===== src/rtl/line_pixel_stepper.sv =====
// Bresenham pixel stepper: takes pre-ordered line setup values and emits one
// screen-space pixel per accepted handshake, then pulses done for a cycle.
module line_pixel_stepper #(
  parameter int WIDTH = 13
) (
  input  logic             clk,
  input  logic             rst,
  input  logic             in_valid,
  output logic             in_ready,
  input  logic [WIDTH-1:0] x0,
  input  logic [WIDTH-1:0] x1,
  input  logic [WIDTH-1:0] y0,
  input  logic [WIDTH-1:0] deltax,
  input  logic [WIDTH-1:0] deltay,
  input  logic [WIDTH-1:0] ystep,
  input  logic             steep,
  output logic [WIDTH-1:0] px_x,
  output logic [WIDTH-1:0] px_y,
  output logic             px_valid,
  input  logic             px_ready,
  output logic             busy,
  output logic             done
);

  typedef enum logic [1:0] {IDLE, RUN, DONE} state_t;

  state_t                  state_q, state_d;
  logic [WIDTH-1:0]        x_q, x_d, y_q, y_d;
  logic [WIDTH-1:0]        x1_q, x1_d, dx_q, dx_d, dy_q, dy_d, ystep_q, ystep_d;
  logic                    steep_q, steep_d;
  logic signed [WIDTH:0]   err_q, err_d;
  logic                    in_ready_q, in_ready_d, px_valid_q, px_valid_d;
  logic                    busy_q, busy_d, done_q, done_d;
  logic [WIDTH-1:0]        px_x_q, px_x_d, px_y_q, px_y_d;

  // One extra bit on err keeps err - deltay and e + deltax in range.
  logic signed [WIDTH:0]   dx_ext, dy_ext, err_init, e_sum;
  logic [WIDTH-1:0]        one;

  assign dx_ext   = $signed({dx_q[WIDTH-1], dx_q});
  assign dy_ext   = $signed({dy_q[WIDTH-1], dy_q});
  assign err_init = $signed({deltax[WIDTH-1], deltax}) >>> 1;
  assign e_sum    = err_q - dy_ext;
  assign one      = {{(WIDTH-1){1'b0}}, 1'b1};

  always_comb begin
    state_d = state_q;
    x_d     = x_q;
    y_d     = y_q;
    x1_d    = x1_q;
    dx_d    = dx_q;
    dy_d    = dy_q;
    ystep_d = ystep_q;
    steep_d = steep_q;
    err_d   = err_q;
    case (state_q)
      IDLE: begin
        if (in_valid) begin
          x_d     = x0;
          y_d     = y0;
          x1_d    = x1;
          dx_d    = deltax;
          dy_d    = deltay;
          ystep_d = ystep;
          steep_d = steep;
          err_d   = err_init;
          state_d = RUN;
        end
      end
      RUN: begin
        if (px_ready) begin
          if (x_q == x1_q) begin
            state_d = DONE;
          end else begin
            x_d = x_q + one;
            if (e_sum[WIDTH]) begin
              y_d   = y_q + ystep_q;
              err_d = e_sum + dx_ext;
            end else begin
              err_d = e_sum;
            end
          end
        end
      end
      DONE:    state_d = IDLE;
      default: state_d = IDLE;
    endcase
    // Outputs are decoded from the next state so they come straight off flops.
    in_ready_d = (state_d == IDLE);
    px_valid_d = (state_d == RUN);
    done_d     = (state_d == DONE);
    busy_d     = (state_d != IDLE);
    px_x_d     = steep_d ? y_d : x_d;
    px_y_d     = steep_d ? x_d : y_d;
  end

  always_ff @(posedge clk or posedge rst) begin
    if (rst) begin
      state_q    <= IDLE;
      x_q        <= '0;
      y_q        <= '0;
      x1_q       <= '0;
      dx_q       <= '0;
      dy_q       <= '0;
      ystep_q    <= '0;
      steep_q    <= 1'b0;
      err_q      <= '0;
      in_ready_q <= 1'b1;
      px_valid_q <= 1'b0;
      done_q     <= 1'b0;
      busy_q     <= 1'b0;
      px_x_q     <= '0;
      px_y_q     <= '0;
    end else begin
      state_q    <= state_d;
      x_q        <= x_d;
      y_q        <= y_d;
      x1_q       <= x1_d;
      dx_q       <= dx_d;
      dy_q       <= dy_d;
      ystep_q    <= ystep_d;
      steep_q    <= steep_d;
      err_q      <= err_d;
      in_ready_q <= in_ready_d;
      px_valid_q <= px_valid_d;
      done_q     <= done_d;
      busy_q     <= busy_d;
      px_x_q     <= px_x_d;
      px_y_q     <= px_y_d;
    end
  end

  assign in_ready = in_ready_q;
  assign px_valid = px_valid_q;
  assign done     = done_q;
  assign busy     = busy_q;
  assign px_x     = px_x_q;
  assign px_y     = px_y_q;

endmodule


===== config.mk =====
export PLATFORM = sky130hd
export DESIGN_NAME = line_pixel_stepper
export DESIGN_NICKNAME = d
export VERILOG_FILES = /design/src/rtl/line_pixel_stepper.sv
export SDC_FILE = /design/constraint.sdc
export NUM_CORES = 1
export LEC_CHECK = 0
export CAP_MARGIN = 5
export CORE_MARGIN = 1.5
export CORE_UTILIZATION = 43
export CTS_CLUSTER_DIAMETER = 50
export DETAILED_ROUTE_END_ITERATION = 10
export PLACE_DENSITY = 0.7
export SLEW_MARGIN = 20
export SYNTH_ARGS = -nofsm -noshare
export SYNTH_HDL_FRONTEND = slang
export SYNTH_SLANG_ARGS = --single-unit

===== constraint.sdc =====
create_clock -name clk -period 3.9 [get_ports clk]
set_input_delay 0.78 -clock clk [delete_from_list [all_inputs] [get_ports clk]]
set_output_delay 0.78 -clock clk [all_outputs]
set_load 0.02 [all_outputs]

### Yosys cells after proc, flatten, opt, wreduce, memory -nomap -nowiden

Index checks and enable logic that the tools add are counted.

| word-level totals | value |
|---|---|
| input port bits | 83 |
| output and inout port bits | 30 |
| logic and storage cells | 54 |
| bits in registers | 125 |

| operators by class | value |
|---|---|
| equal/unequal tests | 7 |
| mux-type cells | 22 |
| add/sub/neg operators | 4 |
| reductions and logical operators | 6 |

Operator list:

| operator | count |
|---|---|
| two-way mux 13 bit | 9 |
| two-way mux 14 bit | 4 |
| one-hot mux 13 bit (2 select lines) | 2 |
| one-hot mux 14 bit (2 select lines) | 1 |
| adder 14 x 13 -> 14 bit | 1 |
| subtractor 14 x 13 -> 14 bit | 1 |
| adder 13 x 1 -> 13 bit, second input constant | 1 |
| adder 13 bit | 1 |
| equality test 13 bit | 1 |
| two-way mux 2 bit | 3 |
| inequality test 2 bit, second input constant | 3 |
| equality test 2 x 1 -> 1 bit, second input constant | 2 |
| logical NOT 2 bit | 2 |
| one-hot mux 2 bit (2 select lines) | 1 |
| AND reduction 4 bit | 1 |
| nonzero test 2 bit | 2 |
| equality test 2 bit, second input constant | 1 |
| two-way mux 1 bit | 2 |
| AND reduction 2 bit | 1 |

### Longest topological paths before layout

| logic depth | value |
|---|---|
| word-level depth | 6 |
| mapped depth | 18 |
| depth with buffers taken out | 18 |

### Worst setup path before layout

OpenSTA, ideal clock, no wires.

| timing | value |
|---|---|
| kind | register to register |
| start | register err_q[2] |
| end | register err_q[13] |
| arrival | 2965 ps |
| data required time | 3779 ps |
| stages on the path, launching flop included | 16 |
| period minus slack after synthesis | 3087 ps |
| library setup time | 121 ps |
| path slack | 813 ps |
| buffers on the path | 0 |
| cells stage by stage | dfrtp_1 > ha_1 > nor2b_1 > o31a_1 > o41ai_1 > o21bai_1 > a21oi_1 > xnor2_1 > ha_1 > a21oi_1 > o21ai_0 > a31oi_1 > o21ai_0 > xnor2_1 > nand2_1 > nand2_1 |

| between the ends | value |
|---|---|
| word-level cells in the longest chain between the ends | 6 |

RTL lines:

| item | RTL line | RTL |
|---|---|---|
| from (decl) | 31 | `logic signed [WIDTH:0] err_q, err_d;` |
| from (signal assigned) | 123 | `err_q <= err_d;` |
| subtractor 14 x 13 -> 14 bit * | 43 | `assign e_sum = err_q - dy_ext;` |
| adder 14 x 13 -> 14 bit | 78 | `err_d = e_sum + dx_ext;` |
| two-way mux 14 bit * | 76 | `if (e_sum[WIDTH]) begin` |
| two-way mux 14 bit * | 72 | `if (x_q == x1_q) begin` |
| two-way mux 14 bit * | 71 | `if (px_ready) begin` |
| one-hot mux 14 bit (2 select lines) * | 56 | `case (state_q)` |

Mark *: on every way between the ends. The rest lies on a longest branch, timed or not. The select of a mux whose other input is x is not followed.
A chain may end at the register's enable or synchronous reset.

### Worst setup path after layout

| timing | value |
|---|---|
| start | register err_q[0] |
| end | register err_q[11] |

The elaborated chain is that of the path after synthesis.

==> summary.md <==
| Metric | Value |
|---|---|
| Status | finished, final reports clean |
| DRC | 0 |
| Via Count | a little under 6000 |
| Drt wl/cell | 17.1 um |
| Max capacitance violation total | 0 |
| Util after Layout | between 50% and 60% |
| Clock slew seen by the registers of the worst setup and hold paths | roughly 0.060 ns |
| Peak VDD IR | 482 uV |
| Gate Count Post-Synth | 719 |
| Power Density | 844 mW/mm^2 |
| WP data required | 4.20 ns |
| Largest net degree at the start of global routing | 56 |
| Routed Wire Length | 18.3 mm |
| Root Driver | clkbuf_16 |
| Fillcell total | 1461 |
| Die height | about 130 um |
| Starting DRT DRC Count | 548 |
| ANT cells | 0 |
| Fin Clk Skew | approximately 0.0076 ns |
| Worst Hold Class | reg -> reg |
| CP startpoint kind | register |
| Crit Path Category | reg -> reg |
| Initial antenna violation count | 0 |
| Crit-path max FO | 7 |
| IO Port Bufs | between 100 and 150 |
| Final worst-path cycle share | 88.2% |
| Clock buffer depth | 2 |
| Slew margin rel. | 50.1% |
| RSZ-0062 raised after global routing | false |
| Synth cell types | 66 |
| First-pass GRT wire length | 29.3 mm |
| Core Region | 0.0165 sq mm |
| H-tree depth | 4 |
| P_leak | approximately 4.0 nW |
| Final nets | 965 |
| Clock sink total | 125 |
| Final Wtd Congestion | approximately 0.86 |
| Max-slew violations | 0 |
| Skew-Pair Late Insertion Delay | approximately 0.42 ns |
| Die area | around 0.018 sq mm |
| Crit end category | register |
| Area Growth Syn to Fin | 27.8% |
| Vias in the first global route | ~5700 |
| Post-CTS Setup Inserts | 0 |
| FF+latch count, synth | 125 |
| Async set or reset register ratio after synthesis | 100% |
| Horiz. Die Dim | 133 um |
| Final ANT Viol Nets | 0 |
| Vias/cell | 5.49 |
| Synth warn | 0 |
| Ys flop type | dfrtp_1 |
| Minimum clock period | 3.44 ns |
| Initial Util | 43.8% |
| Final Hold Viols | 0 |
| CTS Buf Count | 17 |
| Drt first pass iters | 7 |
| CTS tree | done |
| Mean Syn Cell Area | 10.1 sq um |
| Total track usage | 21.4% |
| Setup-failing EPs final | 0 |
| Seq/Total Area, Yosys | 43.2% |
| Resized Gates After CTS | 0 |
| Share of cells above drive strength 1 | between 10% and 20% |
| Post-Syn Nets | 846 |
| Row cnt | 47 |
| # IOs | 113 |
| Gr ovfl total | 0 |
| Hold buffer count at cts | 0 |
| Worst-Margin Slew | roughly 0.75 ns |
| Setup TNS | 0 ns |
| Post-synth EDFFs | 0 |
| Crit path DAT | 3.74 ns |
| Mapped Area | 0.00724 sq mm |
| Final HPWL DP | between 10 and 15 mm |
| FMAX | roughly 290 MHz |
## worst max-delay path, cell delays in order (launching register included)
cell      delay, ns
dfrtp_1        0.35
inv_1          0.07
ha_1           0.18
fa_1           0.22
nor2b_1        0.07
o31a_1         0.27
o41ai_1        0.40
o21bai_1       0.15
a21oi_1        0.20
xnor2_1        0.18
ha_1           0.35
a21oi_1        0.14
o21ai_0        0.10
a31oi_1        0.23
xor2_1         0.18
nand2_1        0.06
o21ai_0        0.07
a21oi_1        0.09
## Yosys cell counts (all sizes together), types with 11 or more instances
cell,count,share of area [%]
dfrtp,124,43
inv,51,2.6
nor2,48,2.6
nand2,45,2.3
a21oi,44,3.0
mux2,43,6.7
o21ai,42,2.9
ha,41,7.1
xnor2,36,4.4
mux2i,21,2.9
a21o,17,1.8
clkbuf,17,0.88
nor3,15,1.0
a211oi,14,1.5
a31oi,13,1.2
o22ai,13,1.1
nand3,11,0.76
o22a,11,1.3
## power breakdown
group          total (mW)  internal (mW)  leakage [nW]  switching [mW]
Sequential           2.00           1.71          1.50           0.296
Clock                1.51          0.868         0.276           0.641
Combinational        4.29           1.98          2.27            2.32
## flip-flops by register name, indices dropped and copies added, names as in the netlist, 2 cells and up
signal   cells
y_q         13
px_y        13
err_q       14
ystep_q     13
px_x        13
x_q         13
dx_q        13
x1_q        13
dy_q        13
state_q      2
## per-stage QoR
stage | hold slack [ns] | std cells | area, sq um | setup slack, ns | power [mW]
final | 0.486 | 1071 | 9250 | 0.460 | 7.80
after global routing | 0.523 | 1071 | 9250 | 0.103 | 8.38
after global placement | 0.463 | 1039 | 8680 | 0.500 | 6.19
after detailed placement | 0.474 | 1039 | 8680 | 0.480 | 6.25
after floorplan | 0.454 | 719 | 7240 | 0.813 | 5.11
after CTS | 0.487 | 1071 | 9250 | 0.452 | 7.80
## final timing paths
| check | to | cells past startpoint | slack, ns | startpoint |
|---|---|---|---|---|
| hold reg to reg | err_q[6] | 1 | 0.49 | err_q[6] |
| min in group asynchronous | ystep_q[0] | 2 | 0.84 | rst |
| setup / recovery | err_q[11] | 17 | 0.46 | err_q[0] |
| setup reg to reg | err_q[11] | 17 | 0.46 | err_q[0] |
| max in group asynchronous | x_q[9] | 3 | 2.31 | rst |
| hold / removal | err_q[6] | 1 | 0.49 | err_q[6] |
## kinds of logic (layout without fill, tap and decap cells)
group,count (synthesis),after routing,synth area share [%]
compound gates,205,205,19.1
xor+xnor,45,45,5.45
fa+ha+maj,44,44,7.92
buf+inv,78,210,4.13
flops,125,125,43.2
mux,64,64,9.60
simple gates,158,158,10.6
## placed cells by master (no fill, tap or decap), drive strengths merged, types with 11 or more instances in the layout
master	instances
o22ai	13
nand3	11
ha	41
clkbuf	19
xnor2	36
o22a	11
a21oi	44
buf	15
inv	58
mux2	43
a211oi	14
clkdlybuf4s50	112
a31oi	13
nand2	45
dfrtp	124
a21o	17
o21ai	42
mux2i	21
nor3	15
nor2	48
## layer usage
metal	track usage (%)	wire length (um)	part of all wire [%]	vias to the layer above
met4	7.63	358	2.0	0
met3	4.18	1010	5.5	26
met2	33.1	8270	45	197
li1	-	-	-	2874
met1	30.0	8640	47	2779
met5	0	0	0	-
## area by class of cell
class | instances | area [sq um] | share of cell area [%]
multi-input cells | 516 | 3820 | 41.3
flip-flops and latches | 125 | 3130 | 33.8
repair buffers | 127 | 1260 | 13.6
clock buffers | 19 | 453 | 4.90
well taps | 220 | 275 | 2.98
inverters | 51 | 195 | 2.11
clock inverters | 13 | 116 | 1.26
Power figures use the tool's default switching activity.
